===== config.mk =====
export PLATFORM = sky130hd
export DESIGN_NAME = ws2812b_strip_driver
export DESIGN_NICKNAME = d
export VERILOG_FILES = /design/src/rtl/ws2812b_strip_driver.sv
export SDC_FILE = /design/constraint.sdc
export NUM_CORES = 1
export LEC_CHECK = 0
export CAP_MARGIN = 20
export CORE_AREA = 2 2 106 159
export CTS_CLUSTER_SIZE = 25
export DETAILED_ROUTE_END_ITERATION = 8
export DIE_AREA = 0 0 108 161
export PLACE_DENSITY = 0.76
export SLEW_MARGIN = 20
export SYNTH_ARGS = -nofsm -noshare
export SYNTH_HDL_FRONTEND = slang
export SYNTH_SLANG_ARGS = --single-unit

===== constraint.sdc =====
create_clock -name clk -period 4.94 [get_ports clk]
set_input_delay 0.988 -clock clk [delete_from_list [all_inputs] [get_ports clk]]
set_output_delay 0.988 -clock clk [all_outputs]
set_load 0.02 [all_outputs]

===== src/rtl/ws2812b_strip_driver.sv =====
// WS2812B strip driver: byte-register colour buffer serialised MSB-first onto uo_out[OUT_BIT].
// Register reads are combinational; START reaches the pin one cycle later; DATA writes while busy are dropped and flag ERR.
module ws2812b_strip_driver #(
  parameter int NUM_LEDS   = 4,
  parameter int T0H        = 26,
  parameter int T1H        = 51,
  parameter int TBIT       = 80,
  parameter int RES_CYCLES = 3200,
  parameter int OUT_BIT    = 1
) (
  input  logic       clk,
  input  logic       rst_n,
  input  logic [7:0] ui_in,
  output logic [7:0] uo_out,
  input  logic [3:0] address,
  input  logic       data_write,
  input  logic [7:0] data_in,
  output logic [7:0] data_out
);

  localparam int NBYTES = 3 * NUM_LEDS;
  localparam int NBITS  = 24 * NUM_LEDS;
  localparam int PW     = $clog2(NBYTES);
  localparam int BW     = $clog2(NBITS);
  localparam int CW     = $clog2(TBIT);
  localparam int LW     = $clog2(RES_CYCLES);

  if (!(T0H > 0 && T0H < T1H && T1H < TBIT)) begin : g_bad_timing
    $error("ws2812b_strip_driver: need 0 < T0H < T1H < TBIT");
  end
  if (OUT_BIT < 1 || OUT_BIT > 7 || RES_CYCLES < 2 || NBYTES > 255) begin : g_bad_cfg
    $error("ws2812b_strip_driver: illegal OUT_BIT, RES_CYCLES or NUM_LEDS");
  end

  typedef enum logic [1:0] {
    S_IDLE,
    S_SEND,
    S_LATCH
  } state_t;

  state_t          r_state;
  logic [7:0]      r_buf [NBYTES];
  logic [PW-1:0]   r_ptr;
  logic [BW-1:0]   r_bit_idx;
  logic [CW-1:0]   r_cyc;
  logic [LW-1:0]   r_lat;
  logic            r_bit;
  logic            r_dout;
  logic            r_done;
  logic            r_repeat;
  logic            r_err;

  logic            w_busy;
  logic            w_wr_ctrl;
  logic            w_wr_ptr;
  logic            w_wr_data;
  logic            w_start;
  logic            w_repeat_nxt;
  logic            w_last_cyc;
  logic            w_last_bit;
  logic            w_last_lat;
  logic [BW-1:0]   w_nxt_idx;
  logic [PW-1:0]   w_nxt_byte;
  logic [2:0]      w_nxt_bpos;
  logic            w_nxt_bit;
  logic [CW-1:0]   w_cyc_nxt;
  logic [CW-1:0]   w_thigh;
  logic            w_high_nxt;

  assign w_busy       = (r_state != S_IDLE);
  assign w_wr_ctrl    = data_write && (address == 4'h0);
  assign w_wr_ptr     = data_write && (address == 4'h1);
  assign w_wr_data    = data_write && (address == 4'h2);
  assign w_start      = w_wr_ctrl && data_in[0] && !w_busy;
  assign w_repeat_nxt = w_wr_ctrl ? data_in[2] : r_repeat;

  assign w_last_cyc   = (r_cyc == CW'(TBIT - 1));
  assign w_last_bit   = (r_bit_idx == BW'(NBITS - 1));
  assign w_last_lat   = (r_lat == LW'(RES_CYCLES - 1));

  // Bit n of the frame is bit (7 - n%8) of byte n/8; 7-x is ~x in three bits.
  assign w_nxt_idx    = r_bit_idx + 1'b1;
  assign w_nxt_byte   = w_nxt_idx[BW-1:3];
  assign w_nxt_bpos   = ~w_nxt_idx[2:0];
  assign w_nxt_bit    = r_buf[w_nxt_byte][w_nxt_bpos];

  assign w_cyc_nxt    = r_cyc + 1'b1;
  assign w_thigh      = r_bit ? CW'(T1H) : CW'(T0H);
  assign w_high_nxt   = (w_cyc_nxt < w_thigh);

  always_comb begin
    uo_out          = 8'h00;
    uo_out[OUT_BIT] = r_dout;
  end

  always_comb begin
    case (address)
      4'h0:    data_out = {4'b0000, r_err, r_repeat, r_done, w_busy};
      4'h1:    data_out = 8'(r_ptr);
      4'h2:    data_out = r_buf[r_ptr];
      4'h3:    data_out = ui_in;
      default: data_out = 8'h00;
    endcase
  end

  always_ff @(posedge clk) begin
    if (!rst_n) begin
      r_state   <= S_IDLE;
      r_ptr     <= '0;
      r_bit_idx <= '0;
      r_cyc     <= '0;
      r_lat     <= '0;
      r_bit     <= 1'b0;
      r_dout    <= 1'b0;
      r_done    <= 1'b0;
      r_repeat  <= 1'b0;
      r_err     <= 1'b0;
      for (int i = 0; i < NBYTES; i++) begin
        r_buf[i] <= 8'h00;
      end
    end else begin
      if (w_wr_ctrl) begin
        r_repeat <= data_in[2];
        if (data_in[1]) r_done <= 1'b0;
        if (data_in[3]) r_err  <= 1'b0;
      end

      if (w_wr_ptr) begin
        if (data_in >= 8'(NBYTES)) r_ptr <= '0;
        else                       r_ptr <= data_in[PW-1:0];
      end

      // No buffer writes during a frame, so a frame can never show torn data.
      if (w_wr_data) begin
        if (w_busy) begin
          r_err <= 1'b1;
        end else begin
          r_buf[r_ptr] <= data_in;
          r_ptr        <= (r_ptr == PW'(NBYTES - 1)) ? '0 : r_ptr + 1'b1;
        end
      end

      case (r_state)
        S_IDLE: begin
          r_dout <= 1'b0;
          if (w_start) begin
            r_state   <= S_SEND;
            r_bit_idx <= '0;
            r_cyc     <= '0;
            r_bit     <= r_buf[0][7];
            r_dout    <= 1'b1;
          end
        end

        S_SEND: begin
          if (w_last_cyc) begin
            r_cyc <= '0;
            if (w_last_bit) begin
              r_state <= S_LATCH;
              r_lat   <= '0;
              r_dout  <= 1'b0;
            end else begin
              r_bit_idx <= w_nxt_idx;
              r_bit     <= w_nxt_bit;
              r_dout    <= 1'b1;
            end
          end else begin
            r_cyc  <= w_cyc_nxt;
            r_dout <= w_high_nxt;
          end
        end

        S_LATCH: begin
          r_dout <= 1'b0;
          if (w_last_lat) begin
            // Placed after the W1C above so a coincident clear loses.
            r_done <= 1'b1;
            if (w_repeat_nxt) begin
              r_state   <= S_SEND;
              r_bit_idx <= '0;
              r_cyc     <= '0;
              r_bit     <= r_buf[0][7];
              r_dout    <= 1'b1;
            end else begin
              r_state <= S_IDLE;
            end
          end else begin
            r_lat <= r_lat + 1'b1;
          end
        end

        default: begin
          r_state <= S_IDLE;
          r_dout  <= 1'b0;
        end
      endcase
    end
  end

endmodule


# [Word level (Yosys, flattened, before mapping)]
# Memory sizes are Yosys's and may differ from the RTL's. A register that Yosys moved wholly into a read port is not among the register bits.
# Index checks and enable logic that the tools add are counted.
# Widths: inputs -> output; s select.
[totals] regBits=37 output_inout_bits=16 mem_bits_rw=96 latch_bits=0 in_bits=23 n_memories=1 word_cells=108 rom_bits=0
[op_classes] addsub=4 n_reduce_logical=16 div=0 eq_ne=16 shifts=0 n_mul=0 n_bitwise=1 n_mux=57 magnitude_cmp=3
[memory_table] name="r_buf" depth=12 word_bits=8 read_ports=3 rd_clocked_by_memory_dff=1 write_ports=12 line_no="42" text="logic [7:0] r_buf [NBYTES];"
[ops] cell="$mux 7" n=6
[ops] cell="$pmux 7 s3" n=2
[ops] cell="$mux 12" n=3
[ops] cell="$pmux 8 s4" n=1
[ops] cell="$mux 4" n=7
[ops] cell="$mux 1" n=27
[ops] cell="$pmux 12 s2" n=1
[ops] cell="$add 7x1->7 const B" n=2
[ops] cell="$eq 7x7->1 const B" n=2
[ops] cell="$ne 2x2->1 const B" n=7
[ops] cell="$add 12x1->12 const B" n=1
[ops] cell="$eq 12x12->1 const B" n=1
[ops] cell="$reduce_and 4->1" n=3
[ops] cell="$eq 4x2->1 const B" n=2
[ops] cell="$ge 8x4->1 const B" n=1
[ops] cell="$mux 2" n=4
[ops] cell="$mux 8" n=1
[ops] cell="$reduce_or 8->1" n=1
[ops] cell="$lt 7x6->1" n=1
[ops] cell="$mux 6" n=1
[ops] cell="$pmux 1 s3" n=2
[ops] cell="$pmux 2 s3" n=1
[ops] cell="$reduce_and 6->1" n=1
[ops] cell="$logic_and 1x1->1" n=5
[ops] cell="13 further kinds" n=14

# [Depth between registers and ports, before layout]
[logic_depth] word_depth=7 mapped_depth=11 ltp_nobuf=9

# [Worst setup path before layout]
# Ideal clock, no wire load.
[synth_timing] path_kind="register to output" from="register r_ptr[0]" to="output port data_out[0]" t_arrival_ns=2.450 path_stages_with_launch=6 n_path_buf=2 path_slack_ns=1.502 required_time_ns=3.952 cell_sequence="dfxtp_1 -> buf_2 -> buf_1 -> mux4_2 -> mux4_2 -> a22o_1"
[synth_between] elab_chain_len=1
[synth_rtl] item="start: declaration" line_no="43" text="logic [PW-1:0] r_ptr;"
[synth_rtl] item="start signal: assignment" line_no="130" text="else r_ptr <= data_in[PW-1:0];"
[synth_rtl] item="start signal: assignment" line_no="139" text="r_ptr <= (r_ptr == PW'(NBYTES - 1)) ? '0 : r_ptr + 1'b1;"
[synth_rtl] item="$pmux 8 s4" line_no="97" text="case (address)"
[synth_rtl] item="end: declaration" line_no="18" text="output logic [7:0] data_out"
# Every way passes these cells.

# [Final worst setup path]
[layout_timing] from="input port address[1]" to="output port data_out[3]"
[layout_between] elab_chain_len=2 elab_cells_between_ends=5 classes_between="eq/ne (3); mux (1); reduce/logical (1)"
[layout_rtl] item="start: declaration" line_no="15" text="input logic [3:0] address,"
[layout_rtl] item="$eq 4x2->1 (tied with other cells)" line_no="97"
[layout_rtl] item="$pmux 8 s4 *" line_no="97"
# Every way passes the cells marked *; elsewhere a longest branch is shown, timed or not.

==> flow_summary.json <==
{
  "status": "complete, no violations",
  "drive_above_1_share_pct": 13.9,
  "ios": 39,
  "die_h_um": 161,
  "vias_per_cell": 6.51,
  "worst_pin_slew_ns": 1.13,
  "final_nets": 855,
  "maxSlewViolCount": 0,
  "whs_ns": 0.534,
  "cts_tree": "yes",
  "critPathKind": "input pin to primary output",
  "initial_core_util_pct": 58.0,
  "crit_path_start_kind": "input pin",
  "syn_avg_cell_area_sq_um": 11.6,
  "switchingPower_w": 0.000669,
  "synth-simple-area-share_pct": 19.7,
  "grt.overflow.total": 0,
  "hold_viol_final": 0,
  "synth_adder_area_share_pct": 1.21,
  "synth_top_family_by_area": "simple AND/OR/NAND/NOR gates",
  "async_flop_share_pct": 0,
  "leakagePower_nw": 3.55,
  "synth_compound_area_share_pct": 8.04,
  "clock_latency_ns": 0.43,
  "final_common_cell": "edfxtp_1",
  "n_fill_cell": 1234,
  "ant_nets": 0,
  "firstDrtPassIters": 7,
  "die_x_um": 108,
  "cts_made_buffers": 17,
  "setup_viol": 0,
  "crit_required_ns": 3.95,
  "layout_common_cells": "edfxtp_1, and2_1, nand2_1",
  "routabilityCongestion": 0.946,
  "io_buffer_count": 31,
  "drt_iter0_markers": 851,
  "power.density_nw_per_um2": 285,
  "vias": 6785,
  "core-area_sq_um": 16000,
  "worstPathArrival_ns": 3.07,
  "min_period_ns": 4.06,
  "p_total_w": 0.00295,
  "synthCells": 802,
  "cts.sinks": 165,
  "dp_hpwl_mm": 18.8,
  "max_freq_mhz": 246,
  "synth_cell_types": 60,
  "max-slew-margin-rel_pct": 24.1,
  "ys.flop_type": "edfxtp_1",
  "grt_antenna_before_repair": 0,
  "h-tree-depth": 4,
  "synth-xor-area-share_pct": 2.45,
  "crit_start": "address[1]",
  "setup-tns-final_ns": 0,
  "synthToLayoutAreaGrowth_pct": 11.3,
  "cts.clk_slew.worst_paths_ns": 0.07,
  "maxCapViolations": 0,
  "synth_edf_count": 128,
  "switching_share_pct": 22.7,
  "cts_resized": 0,
  "p_int_w": 0.00228,
  "syn_area_sq_um": 9300,
  "wl_per_cell_um": 25.0,
  "rsz0062_at_grt": "no",
  "rr_startpoint": "r_bit_idx[4]",
  "track_usage_pct": 31.4,
  "drc": 0,
  "r2r_cells": 8,
  "clock_skew_ns": 0.00596,
  "critical_path.max_fanout": 11,
  "clkPwrFrac_pct": 42.0,
  "postCtsHoldBufs": 0,
  "dpl_cell_area_sq_um": 9810,
  "rr_endpoint": "r_bit",
  "yosys_warnings": 0,
  "synth.ff_latch_count": 165,
  "grt_max_degree": 38,
  "grt_pass1_wl_mm": 39.7,
  "p_seq_share_pct": 52.3,
  "die-area_sq_um": 17400,
  "ys_seq_area_share_pct": 49.3,
  "clockBufferDepth": 2,
  "combPwrFrac_pct": 5.8,
  "muxShareOfSynthArea_pct": 15.8,
  "cts_setup_buffers": 0,
  "cp-endpoint": "data_out[3]",
  "hold_path.class": "register to register",
  "period_share_pct": 82.1,
  "end_kind": "primary output",
  "wirelength_mm": 26.0,
  "hp-start": "r_lat[11]",
  "rows": 57,
  "stdcell_area_sq_um": 10400,
  "grt_pass1_vias": 6762,
  "cts_root_buffer": "clkbuf_16",
  "max-vdd-ir-drop_uv": 202,
  "num_antenna_cells": 0,
  "r2r_setup_slack_ns": 1.35
}
-- metal layers --
layer | track usage, % | part of all wire [%] | up-vias
met2 | 52.5 | 50 | 389
met1 | 37.9 | 36 | 3309
li1 | - | - | 3006
met3 | 6.05 | 7.7 | 81
met4 | 17.2 | 5.4 | 0
met5 | 0 | 0 | -
-- worst max-delay path, cell delays in order --
cell and delay [ns]:
clkdlybuf4s50_1 0.69, nor4b_2 0.56, a22o_1 0.24, clkdlybuf4s50_1 0.59
-- flip-flops by register name (all words and copies together) (netlist names) --
name / flops
r_err: 1
r_lat: 12
r_cyc: 7
r_repeat: 1
r_bit_idx: 7
r_ptr: 4
r_bit: 1
r_done: 1
r_dout: 1
r_buf: 128
r_state: 2
-- cell type report --
class,count,area [sq um],share of cell area [%]
flip-flops and latches,165,4590,44.3
multi-input cells,575,4420,42.7
repair buffers,56,510,4.93
clock buffers,20,437,4.22
well taps,206,258,2.49
clock inverters,12,108,1.04
inverters,8,30.0,0.290
-- Yosys cell counts (3+ instances only) --
library cell	count	area, sq um
nor2_1	57	214
o22ai_1	3	18.8
and2_1	103	644
a22o_1	10	87.6
mux2_2	4	45.0
nand2_1	76	285
inv_1	8	30.0
o21ai_0	26	130
nand3_1	29	145
xor2_1	15	131
nor3_1	11	55.1
a311oi_1	5	43.8
nor2b_1	12	75.1
nor4b_1	3	26.3
clkbuf_1	33	124
buf_2	10	50.1
a22oi_1	4	30.0
a221o_1	4	40.0
a21oi_1	7	35.0
mux4_2	46	1040
edfxtp_1	128	3840
ha_1	9	113
and3_1	15	93.8
or3_1	3	18.8
a21o_1	4	30.0
nand2b_1	10	62.6
nor3_2	4	40.0
xnor2_1	6	52.6
buf_4	10	75.1
o21a_1	4	30.0
a31oi_1	6	37.5
a32oi_1	4	35.0
a211oi_1	8	60.1
mux2i_1	39	390
a2111oi_0	7	61.3
nand4_1	5	31.3
buf_1	6	22.5
dfxtp_1	37	741
-- logic make-up after synthesis --
| family | Yosys count |
|---|---|
| buffers and inverters | 68 |
| xor gates and xnor gates | 23 |
| and+or+nand+nor | 343 |
| muxes | 89 |
| AOI/OAI and AO/OA | 104 |
| DFF | 165 |
| adders and majority gates | 9 |
| other | 1 |
-- power groups by stage --
stage / Combinational, W / Sequential, W / Clock [W]
final: 0.000170 / 0.00154 / 0.00124
after global routing: 0.000179 / 0.00154 / 0.00130
after CTS: 0.000169 / 0.00154 / 0.00124
after detailed placement: 0.000168 / 0.00157 / 0
after global placement: 0.000165 / 0.00157 / 0
after floorplan: 0.0000976 / 0.00156 / 0
-- through the flow --
step | utilization, % | instances | worst slack [ns]
after CTS | 64.5 | 1042 | 0.902
final | 64.5 | 1042 | 0.883
after global placement | 61.1 | 1010 | 0.756
after detailed placement | 61.1 | 1010 | 0.556
after floorplan | - | 808 | 1.50
after global routing | 64.5 | 1042 | 0.669
-- worst min path at each step --
stage                           end  cells past startpoint
final                     r_lat[11]                      2
after global routing      r_lat[11]                      2
after CTS                 r_lat[11]                      2
after detailed placement  r_lat[11]                      2
after global placement    r_lat[11]                      2
after floorplan               r_err                      2
No activity file was read; power rests on OpenSTA's default activity.
